--- src/rtl/rand_num.sv ---
// ---------------------------------------------------------------------------
// rand_num
//   Galois LFSR pseudo-random number generator whose state is shown in hex on
//   a 4-digit, multiplexed, active-low seven-segment display.
//
//   The LFSR advances once every STEP_CYCLES clocks. While `set` is high the
//   register is loaded with `seed` every cycle. A zero seed is replaced by 1,
//   because the all-zero state is a lockup state.
//   The display scans one digit every REFRESH_CYCLES clocks. Digit i shows
//   lfsr[4i+3:4i]. Digits above the LFSR width are blanked.
//
// Parameters
//   WIDTH          LFSR width, 4..16
//   TAPS           Galois feedback mask (WIDTH bits)
//   STEP_CYCLES    clocks between LFSR advances (>= 2)
//   REFRESH_CYCLES clocks each digit stays enabled (>= 2)
//
// Ports
//   clk   in   system clock, rising edge
//   rst   in   synchronous active-high reset
//   set   in   level-sensitive seed load
//   seed  in   seed value, WIDTH bits
//   seg   out  active-low segments {g,f,e,d,c,b,a}, registered
//   an    out  active-low digit enables, an[0] = rightmost, registered
//   dp    out  active-low decimal point, always off
// ---------------------------------------------------------------------------
module rand_num #(
  parameter int               WIDTH          = 8,
  parameter logic [WIDTH-1:0] TAPS           = 8'hB8,
  parameter int               STEP_CYCLES    = 50_000_000,
  parameter int               REFRESH_CYCLES = 16_384
) (
  input  logic             clk,
  input  logic             rst,
  input  logic             set,
  input  logic [WIDTH-1:0] seed,
  output logic [6:0]       seg,
  output logic [3:0]       an,
  output logic             dp
);

  localparam int STEP_W     = (STEP_CYCLES    > 1) ? $clog2(STEP_CYCLES)    : 1;
  localparam int SCAN_W     = (REFRESH_CYCLES > 1) ? $clog2(REFRESH_CYCLES) : 1;
  localparam int NUM_DIGITS = (WIDTH + 3) / 4;

  localparam logic [STEP_W-1:0] STEP_LAST = STEP_W'(STEP_CYCLES - 1);
  localparam logic [SCAN_W-1:0] SCAN_LAST = SCAN_W'(REFRESH_CYCLES - 1);

  logic [WIDTH-1:0]  r_lfsr;
  logic [STEP_W-1:0] r_step_cnt;
  logic [SCAN_W-1:0] r_scan_cnt;
  logic [1:0]        r_digit;
  logic [6:0]        r_seg;
  logic [3:0]        r_an;

  logic [WIDTH-1:0]  w_lfsr_next;
  logic [WIDTH-1:0]  w_seed_safe;
  logic              w_step_wrap;
  logic [15:0]       w_lfsr_ext;
  logic [3:0]        w_nibble;
  logic              w_blank;
  logic [6:0]        w_seg;
  logic [3:0]        w_an;

  // Galois advance: shift right, and fold the taps in when a 1 shifts out.
  assign w_lfsr_next = (r_lfsr >> 1) ^ (r_lfsr[0] ? TAPS : '0);
  assign w_seed_safe = (seed == '0) ? WIDTH'(1) : seed;
  assign w_step_wrap = (r_step_cnt == STEP_LAST);

  // Seed load and step timing. Priority: rst > set > step.
  // NOTE: state registers use non-blocking (<=) so that every flop samples
  // the pre-edge values. Blocking assignments here would create ordering races.
  always_ff @(posedge clk) begin
    if (rst) begin
      r_lfsr     <= WIDTH'(1);
      r_step_cnt <= '0;
    end else if (set) begin
      r_lfsr     <= w_seed_safe;
      r_step_cnt <= '0;
    end else if (w_step_wrap) begin
      r_lfsr     <= w_lfsr_next;
      r_step_cnt <= '0;
    end else begin
      r_step_cnt <= r_step_cnt + 1'b1;
    end
  end

  // Digit scan. It runs independently of set so the display keeps refreshing
  // while a seed is being loaded.
  always_ff @(posedge clk) begin
    if (rst) begin
      r_scan_cnt <= '0;
      r_digit    <= '0;
    end else if (r_scan_cnt == SCAN_LAST) begin
      r_scan_cnt <= '0;
      r_digit    <= r_digit + 1'b1;
    end else begin
      r_scan_cnt <= r_scan_cnt + 1'b1;
    end
  end

  // Zero-extend the LFSR into four nibbles so that a partial top nibble and
  // unused digits read as zero.
  always_comb begin
    w_lfsr_ext              = '0;
    w_lfsr_ext[WIDTH-1:0]   = r_lfsr;
  end

  assign w_nibble = w_lfsr_ext[{r_digit, 2'b00} +: 4];
  assign w_blank  = (int'(r_digit) >= NUM_DIGITS);

  // NOTE: every always_comb output gets a default before the case. Without the
  // default, a missed branch would infer a latch.
  always_comb begin
    w_seg = 7'h7F;
    w_an  = 4'b1111;
    if (!w_blank) begin
      w_an          = 4'b1111;
      w_an[r_digit] = 1'b0;
      unique case (w_nibble)
        4'h0: w_seg = 7'h40;
        4'h1: w_seg = 7'h79;
        4'h2: w_seg = 7'h24;
        4'h3: w_seg = 7'h30;
        4'h4: w_seg = 7'h19;
        4'h5: w_seg = 7'h12;
        4'h6: w_seg = 7'h02;
        4'h7: w_seg = 7'h78;
        4'h8: w_seg = 7'h00;
        4'h9: w_seg = 7'h10;
        4'hA: w_seg = 7'h08;
        4'hB: w_seg = 7'h03;
        4'hC: w_seg = 7'h46;
        4'hD: w_seg = 7'h21;
        4'hE: w_seg = 7'h06;
        4'hF: w_seg = 7'h0E;
        default: w_seg = 7'h7F;
      endcase
    end
  end

  // Registering the display outputs adds one clock of latency from lfsr and
  // digit, and keeps seg/an free of glitches.
  always_ff @(posedge clk) begin
    if (rst) begin
      r_seg <= 7'h7F;
      r_an  <= 4'b1111;
    end else begin
      r_seg <= w_seg;
      r_an  <= w_an;
    end
  end

  assign seg = r_seg;
  assign an  = r_an;
  assign dp  = 1'b1;

endmodule

--- config.mk ---
export PLATFORM = sky130hd
export DESIGN_NAME = rand_num
export DESIGN_NICKNAME = d
export VERILOG_FILES = /design/src/rtl/rand_num.sv
export SDC_FILE = /design/constraint.sdc
export NUM_CORES = 1
export LEC_CHECK = 0
export CAP_MARGIN = 40
export CORE_MARGIN = 3
export CORE_UTILIZATION = 30
export DETAILED_ROUTE_END_ITERATION = 7
export HOLD_SLACK_MARGIN = 0.03
export PLACE_DENSITY_LB_ADDON = 0.2
export SYNTH_ARGS = -nofsm -noshare
export SYNTH_HDL_FRONTEND = slang
export SYNTH_SLANG_ARGS = --single-unit
--- constraint.sdc ---
create_clock -name clk -period 4.8 [get_ports clk]
set_input_delay 0.48 -clock clk [delete_from_list [all_inputs] [get_ports clk]]
set_output_delay 0.48 -clock clk [all_outputs]
set_load 0.02 [all_outputs]
## Word level (Yosys, flattened, before mapping)

Memory sizes are Yosys's and may differ from the RTL's. A register that Yosys moved wholly into a read port is not among the register bits.
Index checks and enable logic that the tools add are counted.

- Register bits: 54
- Bits in read-only memories: 112
- Input bits: 11
- Output and inout port bits: 12
- Memories kept: 1

Memories:

| memory | depth | width | rd ports | clocked after memory_dff | write ports | RTL line | source |
|---|---|---|---|---|---|---|---|
| (no name shown) | 16 | 7 | 1 | 1 | 0 | 120 | `unique case (w_nibble)` |

- $add $sub $neg: 3
- $lt $le $gt $ge: 3
- Eq/ne operators: 2
- Shift-type cells: 1
- Muxes and demuxes: 6
- Bitwise gates (word level): 2
- Reductions and logical operators: 6

Operators by type and width:

| cell | count |
|---|---|
| 2-to-1 mux 8 bit | 4 |
| adder 26 x 1 -> 26 bit (second input constant) | 1 |
| == test 26 bit (second input constant) | 1 |
| variable part select 16 x 5 -> 4 bit | 1 |
| adder 14 x 1 -> 14 bit (second input constant) | 1 |
| == test 14 bit (second input constant) | 1 |
| zero test 8 bit | 1 |
| XOR 7 x 8 -> 8 bit | 1 |
| inverter 4 bit | 1 |
| OR reduction 2 bit | 2 |
| less-than comparator 2 x 3 -> 1 bit (second input constant) | 1 |
| OR reduction 3 bit | 1 |
| adder 2 x 1 -> 2 bit (second input constant) | 1 |
| demux 1 bit (select 2 bit) | 1 |
| >= comparator 2 x 1 -> 1 bit (second input constant) | 1 |
| >= comparator 2 bit (second input constant) | 1 |
| nonzero test 2 bit | 1 |
| logical AND 1 bit | 1 |
| 2-to-1 mux 1 bit | 1 |

## Logic depth before layout (Yosys ltp)

Gate-level depths: netlist (run 1).

- Depth in word-level cells: 5
- Mapped depth: 9
- Mapped depth without buffers: 8

## Worst setup path after synthesis (run 1)

No wires, ideal clock.

- Path kind: reg-to-reg
- Start point: register r_digit[0]
- End point: register r_seg[3], in the netlist seg[3]
- Library setup time: 160 ps
- Arrival: 1818 ps
- Data required time: 4640 ps
- Path slack: 2821 ps
- Cell stages (with the launch flop): 9
- Clock period less this slack: 1979 ps
- Cells stage by stage: dfxtp_1 > clkbuf_1 > mux2i_1 > nor2_1 > inv_1 > ha_1 > and3_1 > a211oi_1 > o21ai_0

- Longest elaborated chain between the ends: 2
- Elaborated cells between the ends (all ways): 3
- Those cells by class: order compare (1); shift (1); reduce/logical (1)

Ends and longest elaborated chain:

| item | RTL line | source |
|---|---|---|
| start, declared | 52 | `logic [1:0] r_digit;` |
| start signal, assigned | 96 | `r_digit <= r_digit + 1'b1;` |
| branches (longest 2 deep; another with variable part select 16 x 5 -> 4 bit) | - |  |
| end, declared | 53 | `logic [6:0] r_seg;` |

Several ways; the timed one is not identified.
A chain may end at the register's enable or synchronous reset.

## Worst setup path after layout (run 1)

- Start point: register r_step_cnt[0]
- End point: register r_lfsr[7]

- Longest elaborated chain between the ends: 2

Ends and longest elaborated chain:

| item | RTL line | source |
|---|---|---|
| start, declared | 50 | `logic [STEP_W-1:0] r_step_cnt;` |
| start signal, assigned | 84 | `r_step_cnt <= r_step_cnt + 1'b1;` |
| == test 26 bit | 68 | `assign w_step_wrap = (r_step_cnt == STEP_LAST);` |
| nonzero test 2 bit (no line) | - |  |
| end signal, assigned | 78 | `r_lfsr <= w_seed_safe;` |
| end signal, assigned | 81 | `r_lfsr <= w_lfsr_next;` |
| end, declared | 49 | `logic [WIDTH-1:0] r_lfsr;` |

No other way between the ends.

==> results, run 1 <==
- The die outline height is 106 um.
- In this run the deepest clock path goes through 2 buffers.
- The filler cells instantiated in the layout total 1015.
- At the end of the flow, the number of nets in the layout was 387.
- The number of cells on the worst hold path is 1.
- The type of element capturing the critical path is a flip-flop.
- The number of setup violations in the final report is 0.
- The die area is 11300 um^2.
- For this run, the top clock speed supported by timing is roughly 440 MHz.
- The worst setup path is launched from a flip-flop.
- The maximum vdd drop is 97.5 uV.
- The residual antenna-violating net count after detailed routing is 0.
- The dominant synthesized flop cell is sky130_fd_sc_hd__dfxtp_1.
- Timing analysis after detailed placement gives a worst setup slack of ~2500 ps.
- For the worst flop-to-flop path, the logic depth is 5.
- The clock tree from TritonCTS is done.
- The internal portion of the total power is 0.000881 W.
- The cell family contributing the most delay on the critical path is simple AND/OR/NAND/NOR gates.
- The placed wire-length estimate is 4.25 mm.
- STA puts the critical path data required time at 5030 ps.
- The starting density of the core is 0.310.
- The number of enable-type register cells in the synthesized netlist is 0.
- Together, buffers and inverters on the worst path number 0.
- After global routing the overflow that remains totals 0.
- The core area is 9770 um^2.
- The final-report hold violation count came to 0.
- The total power is 0.00115 W.
- After synthesis the cells add up to 3030 um^2.
- Subtracting the final worst setup slack from the clock period gives 2290 ps.
- In this run, post-CTS hold repair placed 0 buffers.
- For the pin with the worst max-slew slack, the measured transition is around 680 ps.
- In this run the most critical hold path is launched from r_step_cnt[0]$_SDFF_PP0_.
- Relative to the synthesized area, the layout overhead comes to 17.5%.
- The share of total power dissipated in the clock network is 0.464.
- In the synthesized netlist the async set-or-reset flop fraction comes to 0.
- The setup check on the worst reg-to-reg path leaves a slack of 2510 ps.
- In the finished design, the share of the clock period the worst path needs comes to 0.478.
- The analysis attributes to net switching a power of 0.000268 W.
- For the final database, setup skew stands at 10.7 ps.
- The all-layer global routing usage is 0.113.
- After detailed routing, the number of remaining DRC violations is 0.
- For this design the static power due to leakage is ~1.2 nW.
- The remaining max-slew budget at the tightest pin is 0.544.
- In this run, distinct cell masters in the synthesized netlist total 50.
- The max-slew violation count is 0.
- The final estimated routing congestion in global placement is between 0.8 and 0.9.
- The first routing iteration left 79 violations.
- The utilization after layout is 0.364.
- The root buffer cell chosen for the clock tree is sky130_fd_sc_hd__clkbuf_8.
- 23 I/O pins were placed.
- In this run the critical register-to-register path is captured at r_lfsr[7]$_SDFFE_PP0P_.
- The sequential fraction of design power is 0.460.
- Synthesis produced a netlist whose cell count is 345.
- Setup repair after global routing left no endpoint under its margin.
- The power per cell area is 323 nW/um^2.
- Yosys printed 0 warnings.
- The slowest stage of the critical path is the sky130_fd_sc_hd__or3_1 cell.
- After detailed routing, the average wire length per cell comes to 12.2 um.
- The post-detailed-placement cell area is 3320 um^2.
- The maximum level of the CTS H-tree is 3.
- The overall routed net length is approximately 6.1 mm.
- The initial antenna violation count came to 0.
- The number of buffer cells added on primary ports is 21.
- For this run, the register share of the synthesized area comes to 0.403.
- For this run, the slowest stage of the critical path takes 550 ps.
- For this run, the detailed router's first-pass iteration total came to 4.
- The later-pin clock latency in the skew report is 340 ps.
- Clock tree synthesis found a total of between 60 and 70 sinks.
- Of the total power, the share spent switching nets is 0.233.
- Using the TritonRoute via totals, the vias-per-cell ratio works out to 4.84.
- Of the total power, combinational logic draws 0.076.
- The flow ran to the end, and the final reports show no timing, DRC or antenna violations.
- The classification of the worst-slack hold path is reg2reg.
- The die is 106 um wide.
- The path with the worst hold slack has its endpoint at r_step_cnt[0]$_SDFF_PP0_.
- The via count of the first global-routing pass is 2194.
- The number of clock buffers added by TritonCTS is 9.
- The critical path arrival is 2520 ps.
- Once the clock tree was built, the resizer swapped 0 gates to a different size.
- Leaving out fill and tap cells, the most frequent cells in the layout are sky130_fd_sc_hd__dfxtp_1, sky130_fd_sc_hd__nor2_1, sky130_fd_sc_hd__nand2_1.
- The critical path goes through ha_1 > nand4_1 > or3_1 > or2_0 > a2111oi_1.
- The repair_antennas step left the layout with diodes totalling 0.
- Leaving out fill and tap cells, the most frequent cell in the layout is sky130_fd_sc_hd__dfxtp_1.
- The maximum number of pins on one net before global-route repair is 24.
- The number of maximum-capacitance constraint violations is 0.
- The via count is between 2000 and 2500.
- Setup total negative slack on the finished layout was measured at 0 ps.
- The startpoint of the worst-slack reg-to-reg timing path is r_step_cnt[0]$_SDFF_PP0_.
- The total of flip-flops plus latches after synthesis is 61.
- Once layout is done, the placed cells without fillers occupy 3560 um^2.
- The proportion of layout cells with a drive suffix above 1 is 0.0840.
- Clock-pin slew was measured on the worst setup and hold paths at around 70 ps.
- Each instance of the synthesized netlist takes up on average 8.78 um^2.
- In this run the worst path has a maximum fanout of 11.
- The first-pass GRT wire length is 10.4 mm.
- By startpoint and endpoint, the worst setup path is classified as reg2reg.
- After layout, the worst setup slack is about 2500 ps.
- The floorplan row count is 36.
- Once the clock tree was built, the setup fixing pass inserted 0 buffers.
-- flip-flops by register name, indices dropped and copies added (netlist names) --
register / count
r_lfsr: 8
an: 4
r_step_cnt: 26
r_digit: 2
r_scan_cnt: 14
seg: 7
-- cell usage after synthesis, types with 3 or more instances --
cell type                  number  area (um^2)
sky130_fd_sc_hd__nor3_1        12         60.1
sky130_fd_sc_hd__nor2_1        43          161
sky130_fd_sc_hd__or4_1          7         52.6
sky130_fd_sc_hd__xnor2_1       16          140
sky130_fd_sc_hd__and4_1         3         26.3
sky130_fd_sc_hd__o21ai_0       10         50.1
sky130_fd_sc_hd__a21oi_1       15         75.1
sky130_fd_sc_hd__nand2_1       25         93.8
sky130_fd_sc_hd__o31ai_1        6         45.0
sky130_fd_sc_hd__and3_1         3         18.8
sky130_fd_sc_hd__ha_1          12          150
sky130_fd_sc_hd__nor4_1        11         68.8
sky130_fd_sc_hd__mux2i_1        7         70.1
sky130_fd_sc_hd__xor2_1        12          105
sky130_fd_sc_hd__o221ai_1       7         61.3
sky130_fd_sc_hd__inv_1         12         45.0
sky130_fd_sc_hd__nand4_1       11         68.8
sky130_fd_sc_hd__nand3_1       11         55.1
sky130_fd_sc_hd__dfxtp_1       61         1220
sky130_fd_sc_hd__a211oi_1       5         37.5
sky130_fd_sc_hd__nor3b_1        4         30.0
sky130_fd_sc_hd__or3_1          8         50.1
sky130_fd_sc_hd__clkbuf_1       8         30.0
sky130_fd_sc_hd__buf_2          4         20.0
-- worst register-to-register path, cell delays in order, from the launching register on --
cell and delay (ps):
sky130_fd_sc_hd__dfxtp_1 370, sky130_fd_sc_hd__ha_1 230, sky130_fd_sc_hd__nand4_1 200, sky130_fd_sc_hd__or3_1 550
sky130_fd_sc_hd__or2_0 460, sky130_fd_sc_hd__a2111oi_1 380
-- power groups by stage --
stage | Combinational [W] | Sequential (W) | Clock (W)
floorplan | 0.0000480 | 0.000546 | 0
global placement | 0.0000882 | 0.000540 | 0
detailed placement | 0.0000876 | 0.000540 | 0
CTS | 0.0000882 | 0.000529 | 0.000550
global route | 0.0000975 | 0.000531 | 0.000577
finish | 0.0000874 | 0.000529 | 0.000532
-- cell type report --
cell class | count | area [um^2] | share of cell area
Clock buffer | 11 | 151 | 0.0426
Inverter | 12 | 45.0 | 0.0127
Tap cell | 133 | 166 | 0.0468
Sequential cell | 61 | 1220 | 0.343
Timing Repair Buffer | 24 | 230 | 0.0647
Multi-Input combinational cell | 256 | 1660 | 0.467
Clock inverter | 5 | 81.3 | 0.0229
-- logic make-up after synthesis --
group,Yosys count,share of synthesized area
other,1,0.00124
xor gates and xnor gates,28,0.0810
and+or+nand+nor,154,0.273
DFF,61,0.403
adders and majority gates,12,0.0496
muxes,9,0.0306
buffers and inverters,29,0.0492
AOI/OAI and AO/OA,51,0.112
-- stage by stage --
| step | hold slack (ps) | std cells |
|---|---|---|
| floorplan | 430 | 346 |
| global placement | 447 | 485 |
| detailed placement | 450 | 486 |
| CTS | 466 | 502 |
| global route | 488 | 502 |
| finish | 464 | 502 |
-- how the worst max path moves through the flow --
stage	end	cells past startpoint	slack [ps]	start
floorplan	seg[3]$_SDFF_PP1_	8	2820	r_digit[0]$_SDFFE_PP0N_
global placement	seg[1]$_SDFF_PP1_	4	2370	rst
detailed placement	r_step_cnt[5]$_SDFF_PP0_	5	2480	set
CTS	r_lfsr[7]$_SDFFE_PP0P_	5	2510	r_step_cnt[0]$_SDFF_PP0_
global route	r_lfsr[7]$_SDFFE_PP0P_	5	2290	r_step_cnt[0]$_SDFF_PP0_
finish	r_lfsr[7]$_SDFFE_PP0P_	5	2510	r_step_cnt[0]$_SDFF_PP0_
-- metal layers --
layer	GRT usage	part of all wire	vias to the layer above
met5	0	0	-
met4	0.0521	0.022	0
met3	0.0267	0.039	12
met2	0.165	0.42	33
met1	0.156	0.52	1110
li1	-	-	1276
Power figures use the tool's default switching activity.
==> run 2, diff against run 1 <==
==> constraint.sdc (replaced) <==
create_clock -name clk -period 2.1 [get_ports clk]
set_input_delay 0.21 -clock clk [delete_from_list [all_inputs] [get_ports clk]]
set_output_delay 0.21 -clock clk [all_outputs]
set_load 0.02 [all_outputs]
==> results, run 2 (same netlist as run 1, synthesis figures left out) <==
- The flow ran to the end, and the final reports show no timing, DRC or antenna violations.
- The residual antenna-violating net count after detailed routing is 0 (unchanged).
- The tightest min-delay check is of the reg2reg type.
- The clock slew seen by the registers of the worst setup and hold paths is 60 ps (about the same).
- The startpoint of the worst-slack reg-to-reg timing path is r_step_cnt[0]$_SDFF_PP0_.
- The critical path arrival came to 2220 ps (-300 ps).
- The leakage power figure is 1.26 nW (+5.2%).
- The clock tree from TritonCTS is done.
- The kind of start point of the critical path is a flip-flop.
- The power per cell area came to 668 nW/um^2 (+110%).
- The first-pass GRT wire length is 11.1 mm (+6.1%).
- The maximum number of pins on one net before global-route repair is 24 (unchanged).
- The all-layer global routing usage is 0.120 (+0.00711).
- The critical path's slowest cell is sky130_fd_sc_hd__or3_1.
- The fraction of met1 tracks used by global routing was 0.169 (+0.0127).
- The highest clock rate was 499 MHz (+14%).
- The mean routed wirelength per cell is 12.0 um (-1.8%).
- The die outline height is 106 um (unchanged).
- The kind of cell with the highest combined delay on the critical path is simple AND/OR/NAND/NOR gates.
- The violation count after the first detailed-routing iteration is 81 (+2.5%).
- After global routing, the most crowded layer is met2.
- The signal on the critical path passes through ha_2 > nand4_1 > or3_1 > buf_4 > o21ai_1 > buf_4 > nor2_1.
- The non-filler instance count after layout is 519 (+3.4%).
- The maximum vdd drop is 237 uV (+140%).
- The type of element capturing the critical path is a flip-flop.
- The worst-case setup slack after placement is 59.0 ps (-2420 ps).
- The worst hold slack across all endpoints is 465 ps (+1.05 ps).
- The total power is 0.00244 W (+110%).
- The cell total after placement was 501 (+3.1%).
- The top cell types in the final layout, fill and taps aside, are sky130_fd_sc_hd__dfxtp_1, sky130_fd_sc_hd__nor2_1, sky130_fd_sc_hd__nand2_1.
- The routing usage on met2 is 0.171 (+0.00588).
- The utilization after layout was 0.373 (+0.00934).
- The floorplan row count is 36 (unchanged).
- The flop-to-flop setup slack came to 100 ps (-2410 ps).
- The critical path is of the reg2reg type.
- The net total in the final layout is 404 (+4.4%).
- The longest individual stage delay on the worst path is 410 ps (-140 ps).
- The flip-flop count of the largest register after layout was 26 (unchanged).
- The peak fanout along the critical path is 23 (+12).
- The required time at the worst-slack endpoint is 2320 ps (-2710 ps).
- The sum of overflow across all layers after global routing is 0 (unchanged).
- The global-route met3 utilization is 0.0285 (+0.00182).
- The number of buffer cells added on primary ports is 21 (unchanged).
- The reg-to-reg critical path endpoint is r_step_cnt[16]$_SDFF_PP0_.
- The via count is 2510 (+3.2%).
- The initial antenna violation count is 0 (unchanged).
- The most repeated library cell on the critical path is sky130_fd_sc_hd__buf_4.
- The number of hold-repair buffers added at the cts stage is 0 (unchanged).
- The hold path endpoint is r_scan_cnt[0]$_SDFF_PP0_.
- The number of vias per cell after detailed routing is 4.84 (-0.13%).
- The total CTS buffers was 9 (unchanged).
- The maximum level of the CTS H-tree is 3 (unchanged).
- The buffer depth of the longest clock path is 2 (unchanged).
- The die area is 11300 um^2 (unchanged).
- The total buffers and inverters traversed by the critical path is 2 (+2).
- The final-report hold violation count is 0 (unchanged).
- The number of maximum-capacitance constraint violations was 0 (unchanged).
- The overall routed net length is 6.20 mm (+1.6%).
- The final worst clock skew is 11.5 ps (+0.750 ps).
- The starting density of the core is 0.310 (unchanged).
- The final setup slack of the worst path is 97.2 ps (-2410 ps).
- The number of cells on the worst hold path came to 1 (unchanged).
- The tree is rooted in a sky130_fd_sc_hd__clkbuf_8.
- The placed wire-length estimate was 4.41 mm (+3.6%).
- The top-level I/O count came to 23 (unchanged).
- The number of clock sinks seen by CTS came to 61 (unchanged).
- The number of setup violations in the final report is 0 (unchanged).
- The most common library cell in the layout ignoring fill and taps is sky130_fd_sc_hd__dfxtp_1.
- The final estimated routing congestion in global placement was 0.780 (-3.4%).
- The hold path startpoint is r_scan_cnt[0]$_SDFF_PP0_.
- The post-detailed-route DRC marker count is 0 (unchanged).
- The shortest clock period the worst path allows after layout came to 2000 ps (-290 ps).
- The horizontal die dimension is 106 um (unchanged).
- The largest registers in the layout are r_step_cnt (26), r_scan_cnt (14), r_lfsr (8).
- The via count of the first global-routing pass is 2368 (+7.9%).
- From synthesis to final layout, the design area changed by 20.5%.
- The later-pin clock latency in the skew report was 340 ps (about the same).
- The first-pass iteration count of the detailed router is 4 (unchanged).
- The register with the most flip-flops is r_step_cnt.
- The proportion of layout cells with a drive suffix above 1 is 0.124 (+0.0403).
- The core area is 9770 um^2 (unchanged).
- The antenna cell count is 0 (unchanged).
- The cell depth of the worst flop-to-flop path came to 7 (+2).
- The max-slew violation count is 0 (unchanged).
- The ratio of final minimum period to clock period is 0.954 (+0.476).
-- run 2: cell types whose count changed in the layout (fill, tap and decap cells not counted) --
cell                         change
sky130_fd_sc_hd__ha_2            +1
sky130_fd_sc_hd__inv_6           -1
sky130_fd_sc_hd__clkinvlp_4      -1
sky130_fd_sc_hd__buf_2           -1
sky130_fd_sc_hd__buf_4          +18
sky130_fd_sc_hd__clkbuf_8        -1
sky130_fd_sc_hd__clkinv_2        +3
sky130_fd_sc_hd__or2_1           +1
sky130_fd_sc_hd__or2_0           -1
sky130_fd_sc_hd__clkbuf_1        +1
sky130_fd_sc_hd__ha_1            -1
sky130_fd_sc_hd__bufinv_16       -1
-- run 2: per-stage QoR --
stage                     setup TNS (ps)  area, um^2
after global placement                 0        3440
after global routing                -126        3650
final                                  0        3650
after CTS                              0        3630
after floorplan                        0        3030
after detailed placement               0        3440
-- run 2: repair_timing --
| action | CTS | global route |
|---|---|---|
| buffers inserted | 0 | 2 |
| resized for setup | 0 | 2 |
| hold endpoints to repair | 0 | 0 |
| endpoints found under the setup margin | 0 | 30 |
-- run 2: worst max path at each step --
stage	startpoint	endpoint	slack [ps]	cells past startpoint
after floorplan	r_digit[0]$_SDFFE_PP0N_	seg[3]$_SDFF_PP1_	120	8
after global routing	r_step_cnt[1]$_SDFF_PP0_	r_step_cnt[4]$_SDFF_PP0_	-30	7
after CTS	r_step_cnt[0]$_SDFF_PP0_	r_lfsr[1]$_SDFFE_PP0P_	60	6
final	r_step_cnt[0]$_SDFF_PP0_	r_step_cnt[16]$_SDFF_PP0_	100	7
after detailed placement	r_step_cnt[0]$_SDFF_PP0_	r_step_cnt[16]$_SDFF_PP0_	60	7
after global placement	r_step_cnt[0]$_SDFF_PP0_	r_lfsr[7]$_SDFFE_PP0P_	150	5
-- run 2: where the power goes --
group | internal, W | leakage (nW) | total, W | switching, W
logic | 0.0000969 | 0.658 | 0.000210 | 0.000113
registers | 0.00119 | 0.497 | 0.00121 | 0.0000199
clock network | 0.000572 | 0.103 | 0.00102 | 0.000447
-- run 2: metal layers --
layer	wire, um	up-vias
met5	0	-
met2	2590	37
met1	3250	1151
met3	247	8
li1	-	1314
met4	112	0
-- run 2: area by class of cell --
cell class                 instances  area (um^2)
fill                             992         6130
multi-input combinational        256         1660
sequential                        61         1220
timing repair buffer              41          360
tap                              133          166
clock buffer                      11          141
clock inverter                     5         50.0
inverter                          12         45.0
==> run 3, diff against run 2 <==
--- a/config.mk
+++ b/config.mk
@@ -6,11 +6,12 @@
 export NUM_CORES = 1
 export LEC_CHECK = 0
 export CAP_MARGIN = 40
+export CORE_ASPECT_RATIO = 0.5
 export CORE_MARGIN = 3
 export CORE_UTILIZATION = 30
 export DETAILED_ROUTE_END_ITERATION = 7
 export HOLD_SLACK_MARGIN = 0.03
-export PLACE_DENSITY_LB_ADDON = 0.2
+export PLACE_DENSITY = 0.56
 export SYNTH_ARGS = -nofsm -noshare
 export SYNTH_HDL_FRONTEND = slang
 export SYNTH_SLANG_ARGS = --single-unit
==> results, run 3 (same netlist as run 1, synthesis figures left out) <==
- The number of maximum-capacitance constraint violations was 0 (unchanged).
- The number of setup violations in the final report is 0 (unchanged).
- The maximum number of pins on one net before global-route repair is 15 (-38%).
- The antenna cell count is 0 (unchanged).
- The kind of start point of the critical path is a flip-flop.
- The number of clock sinks seen by CTS is 61 (unchanged).
- The critical path arrival came to 2220 ps (about the same).
- The total power is 0.00313 W (+29%).
- The library cell used most frequently in the layout, excluding fill and tap cells, is sky130_fd_sc_hd__dfxtp_1.
- The mean routed wirelength per cell is 12.3 um (+2.7%).
- The all-layer global routing usage is 0.119 (-0.000840).
- The switching share of power is 0.208 (-0.0295).
- The highest clock rate is 512 MHz (+2.5%).
- The initial antenna violation count is 0 (unchanged).
- The clock tree root buffer cell is sky130_fd_sc_hd__clkbuf_16.
- The number of vias per cell after detailed routing was 4.86 (+0.58%).
- The peak fanout along the critical path came to 4 (-83%).
- The total buffers and inverters traversed by the critical path is 0 (-2).
- The first-pass GRT wire length is 11.1 mm (+0.62%).
- On the critical path, the stage with the largest delay is an instance of sky130_fd_sc_hd__or4b_2.
- The worst setup path is of the reg2reg kind.
- The floorplan row count was 25 (-31%).
- The leakage power figure was 1.33 nW (+6.0%).
- The core area is 9630 um^2 (-1.4%).
- The post-detailed-route DRC marker count is 0 (unchanged).
- The buffer depth of the longest clock path is 2 (unchanged).
- The sequential fraction of design power was 0.386 (-0.110).
- The kind of cell with the highest combined delay on the critical path is simple AND/OR/NAND/NOR gates.
- The combinational group share of total power came to 0.070 (-0.016).
- The number of hold-repair buffers added at the cts stage is 0 (unchanged).
- The final-report hold violation count is 0 (unchanged).
- The ratio of final minimum period to clock period was 0.930 (-0.0236).
- Setup repair after global routing left no endpoint under its margin.
- The maximum vdd drop is 317 uV (+34%).
- The overall routed net length is 6.42 mm (+3.5%).
- Walking the worst path, the cells encountered are ha_2 > nand4_1 > or2_2 > or4b_2 > a21oi_1.
- Relative to the synthesized area, the layout overhead comes to 26.3%.
- The clock slew seen by the registers of the worst setup and hold paths is 50 ps (about the same).
- The via count of the first global-routing pass came to 2384 (+0.68%).
- The proportion of layout cells with a drive suffix above 1 is 0.129 (+0.00451).
- The die area was 11400 um^2 (+0.64%).
- The shortest clock period the worst path allows after layout is 1950 ps (-49.5 ps).
- The violation count after the first detailed-routing iteration is 132 (+63%).
- The residual antenna-violating net count after detailed routing is 0 (unchanged).
- The die outline height was 77.0 um (-28%).
- The total CTS buffers is 9 (unchanged).
- The register with the most flip-flops is r_step_cnt.
- The total internal power came to 0.00248 W (+34%).
- The via count is 2544 (+1.4%).
- The largest registers in the layout are r_step_cnt (26), r_scan_cnt (14), r_lfsr (8).
- The number of buffer cells added on primary ports is 21 (unchanged).
- The sum of overflow across all layers after global routing was 0 (unchanged).
- The placed wire-length estimate is 4.50 mm (+2.1%).
- The longest individual stage delay on the worst path is 630 ps (+220 ps).
- In the layout the commonest cells are sky130_fd_sc_hd__dfxtp_1, sky130_fd_sc_hd__nor2_1, sky130_fd_sc_hd__nand2_1.
- The final worst clock skew is 8.40 ps (-3.09 ps).
- STA classifies the critical path endpoint as a flip-flop.
- The top-level I/O count is 23 (unchanged).
- The fill cell total of the finished layout was 997 (+0.50%).
- The later-pin clock latency in the skew report is 330 ps (about the same).
- TritonCTS built the clock tree.
- The maximum level of the CTS H-tree was 3 (unchanged).
- The required time at the worst-slack endpoint is 2360 ps (+40 ps).
- The max-slew violation count is 0 (unchanged).
- The horizontal die dimension is 148 um (+39%).
- The final-layout setup total negative slack came to 0 ps (unchanged).
- The switching component of the power is 0.000652 W (+13%).
- The net total in the final layout is 406 (+0.50%).
- In this run the worst hold path is classified as reg2reg.
- The starting density of the core is 0.314 (+0.00451).
- The flip-flop count of the largest register after layout came to 26 (unchanged).
- The first-pass iteration count of the detailed router is 4 (unchanged).
- The clock power share is 0.544 (+0.126).
- The flow ran to the end, and the final reports show no timing, DRC or antenna violations.
- The power per cell area is 819 nW/um^2 (+23%).
- The final estimated routing congestion in global placement is 0.810 (+3.8%).
==> run 3: cell count changes in the layout (fill, tap and decap cells not counted), sizes merged <==
cell,change
buf,+2
bufinv,+2
clkbuf,+1
clkinv,-3
==> run 3: path summary, 6_finish.rpt <==
check	start	slack, ps	endpoint	cells past startpoint
min	r_scan_cnt[0]$_SDFF_PP0_	470	r_scan_cnt[0]$_SDFF_PP0_	1
max reg2reg	r_step_cnt[0]$_SDFF_PP0_	150	r_step_cnt[24]$_SDFF_PP0_	5
min reg2reg	r_scan_cnt[0]$_SDFF_PP0_	470	r_scan_cnt[0]$_SDFF_PP0_	1
max	r_step_cnt[0]$_SDFF_PP0_	150	r_step_cnt[24]$_SDFF_PP0_	5
==> run 3: through the flow <==
step                std cells  area, um^2  hold slack (ps)  setup WS, ps  utilization
CTS                       522        3810              469          94.3        0.395
finish                    523        3820              467           147        0.397
global route              523        3820              503          11.1        0.397
detailed placement        506        3460              456           103        0.360
global placement          506        3460              446           157        0.360
floorplan                 346        3030              400           121            -
==> run 3: power groups by stage <==
| stage | clock network [W] | logic (W) | registers (W) |
|---|---|---|---|
| finish | 0.00170 | 0.000219 | 0.00121 |
| global route | 0.00179 | 0.000243 | 0.00121 |
| CTS | 0.00174 | 0.000217 | 0.00121 |
| detailed placement | 0 | 0.000215 | 0.00123 |
| global placement | 0 | 0.000215 | 0.00123 |
| floorplan | 0 | 0.000110 | 0.00125 |
==> run 3: final cells by class <==
type / instances / area, um^2 / area share
Tap cell: 135 / 169 / 0.0442
Clock buffer: 12 / 246 / 0.0644
Sequential cell: 61 / 1220 / 0.319
Multi-Input combinational cell: 256 / 1670 / 0.436
Inverter: 12 / 45.0 / 0.0118
Clock inverter: 4 / 95.1 / 0.0249
Timing Repair Buffer: 43 / 379 / 0.0991
==> run 3: worst register-to-register path: cells and delay by family (launching register included) <==
kind                     cells  cell delay (ps)
adder cells (fa/ha/maj)      1              230
flip-flops                   1              370
AO/OA/AOI/OAI                1              150
AND/OR/NAND/NOR              3             1140
==> run 3: what timing repair did <==
action,CTS,global route
endpoints found under the setup margin,0,29
setup buffers,0,1
resized for setup,0,4
==> run 3: per-layer routing <==
metal / global-route usage / share of wire / vias up
met5: 0 / 0 / -
met4: 0.0442 / 0.017 / 0
met2: 0.176 / 0.43 / 55
met3: 0.0449 / 0.054 / 10
li1: - / - / 1319
met1: 0.158 / 0.50 / 1160
==> patch (config.mk and constraints of run 3) <==
Make the reset (`rst`) asynchronous in 3 clocked blocks. Comments in the files are not updated.
--- a/src/rtl/rand_num.sv
+++ b/src/rtl/rand_num.sv
@@ -70,7 +70,7 @@
   // Seed load and step timing. Priority: rst > set > step.
   // NOTE: state registers use non-blocking (<=) so that every flop samples
   // the pre-edge values. Blocking assignments here would create ordering races.
-  always_ff @(posedge clk) begin
+  always_ff @(posedge clk or posedge rst) begin
     if (rst) begin
       r_lfsr     <= WIDTH'(1);
       r_step_cnt <= '0;
@@ -87,7 +87,7 @@
 
   // Digit scan. It runs independently of set so the display keeps refreshing
   // while a seed is being loaded.
-  always_ff @(posedge clk) begin
+  always_ff @(posedge clk or posedge rst) begin
     if (rst) begin
       r_scan_cnt <= '0;
       r_digit    <= '0;
@@ -141,7 +141,7 @@
 
   // Registering the display outputs adds one clock of latency from lfsr and
   // digit, and keeps seg/an free of glitches.
-  always_ff @(posedge clk) begin
+  always_ff @(posedge clk or posedge rst) begin
     if (rst) begin
       r_seg <= 7'h7F;
       r_an  <= 4'b1111;
Behaviour: differs if rst is asserted again (counterexample within 4 cycles, from zero or initial values and one cycle with rst high); with rst held inactive, the same outputs for 10 cycles.
==> patch against run 3 <==
- combinational power is 35% higher
- power is 5.2% lower
- clock power is 16% lower
- critical path depth stayed put
- cell area is 8.0% higher
- via count is 1.6% higher
- setup slack worse by 0.092 ns
- maximum frequency is 4.5% lower
- synthesized cell count is 3.5% lower
- count of clock-buffer cells in the layout is 1 lower
- synthesized area is 7.8% higher
- routed wire length is 2.6% higher
- sequential cell count stayed put
- largest cell class unchanged
- largest power group unchanged
==> patch: results (changes against run 3) <==
metric	value	unit	change
status	finished clean		
post-synthesis cell type count	45		-10%
layout cells sized above 1	18.96	%	+6.1 points
hpwl dp	4632	microns	+3.0%
gp weighted congestion	0.8492		+4.8%
# placed instances	509		+0.59%
Area contributors post-synth	dfrtp_1 38%, dfstp_2 9.7%, xnor2_1 4.8%		
Syn Inst Count	333		-3.5%
wirelength, routed	6582	microns	+2.6%
Initial DRC Count	143		+8.3%
largest net degree at the start of global routing	50		+35
Worst Skew	0.008234	ns	-0.0001641 ns
reg2reg start	r_step_cnt[24]		
critical path arrival	2.26	ns	+0.04 ns
# nets final	403		-0.74%
Async SR Flop Fraction	100.0	%	+100 points
first-pass GRT wire length	11670	microns	+5.0%
maximum vdd drop	388.3	uV	+23%
flop2flop setup slack	0.05	ns	-0.09 ns
list of most frequent post-synthesis cells	49 x dfrtp_1, 34 x nor2_1, 21 x nand2_1, 18 x a21oi_1, 18 x xnor2_1		
dpl cell area	3821	sq um	+10%
GRT Util Overall	11.84	%	-0.065 points
vias in the first global route	2482		+4.1%
Cell Count, Final, Fillers Out	525		+0.38%
min-delay worst type	in -> async		
## patch: cell types whose count changed after synthesis, sizes merged, moves of 4 or more
cell,run 3,this run
nand2,25,21
nand3,12,16
dfxtp,61,0
dfrtp,0,49
or3,9,5
o221ai,7,3
dfstp,0,12
nor2,43,34
a41oi,0,5
## patch: report_power, final
| part | internal [uW] | switching, uW |
|---|---|---|
| logic | 134 | 160 |
| registers | 1240 | 23.1 |
| clock network | 910 | 507 |
| total | 2280 | 690 |
## patch: worst max path at each step
stage / end / slack, ns
2_1_floorplan: r_step_cnt[22] / -0.06
3_3_place_gp: r_lfsr[5] / 0.03
3_5_place_dp: r_lfsr[4] / 0.006
4_1_cts: r_lfsr[4] / 0.01
5_1_grt: r_step_cnt[2] / 0.005
6_report: r_lfsr[5] / 0.05
## patch: per-stage QoR
| stage | setup slack [ns] | hold WS (ns) |
|---|---|---|
| after floorplan | -0.06237 | 0.3294 |
| after global placement | 0.03009 | 0.4436 |
| final | 0.05471 | 0.1383 |
| after CTS | 0.009600 | 0.1403 |
| after detailed placement | 0.006043 | 0.4435 |
| after global routing | 0.005211 | 0.1819 |
## patch: cell families after synthesis
| logic type | count (synthesis) | synth area share, % |
|---|---|---|
| buffers and inverters | 31 | 4.484 |
| adders and majority gates | 12 | 4.599 |
| other | 1 | 0.1149 |
| DFF | 61 | 47.22 |
| xor gates and xnor gates | 29 | 7.781 |
| AOI/OAI and AO/OA | 57 | 11.35 |
| muxes | 10 | 3.181 |
| and+or+nand+nor | 132 | 21.27 |
## patch: final cells by class
| class | instances | area (sq um) | share of cell area, % |
|---|---|---|---|
| timing repair buffer | 53 | 475.5 | 11.51 |
| multi-input combinational | 242 | 1605 | 38.86 |
| inverter | 13 | 48.80 | 1.181 |
| clock inverter | 5 | 52.55 | 1.272 |
| tap | 140 | 175.2 | 4.240 |
| sequential | 61 | 1541 | 37.31 |
| clock buffer | 11 | 232.7 | 5.633 |
## patch: repair_timing
item	4_1_cts	5_1_grt
resized for setup	0	8
hold buffers	0	0
endpoints found under the setup margin	0	31
## patch: routing by layer
metal	global-route usage, %	routed length (microns)	vias up
met2	19.17	3012	49
li1	-	-	1285
met4	4.493	146	0
met3	4.602	302	16
met1	14.41	3121	1235
met5	0	0	-
## patch: worst max-delay path: stages (launching register included)
cell and delay [ns]:
dfrtp_1 0.37, or4b_4 0.54, or4b_4 0.57, buf_4 0.19
nor3_1 0.17, o31ai_1 0.08
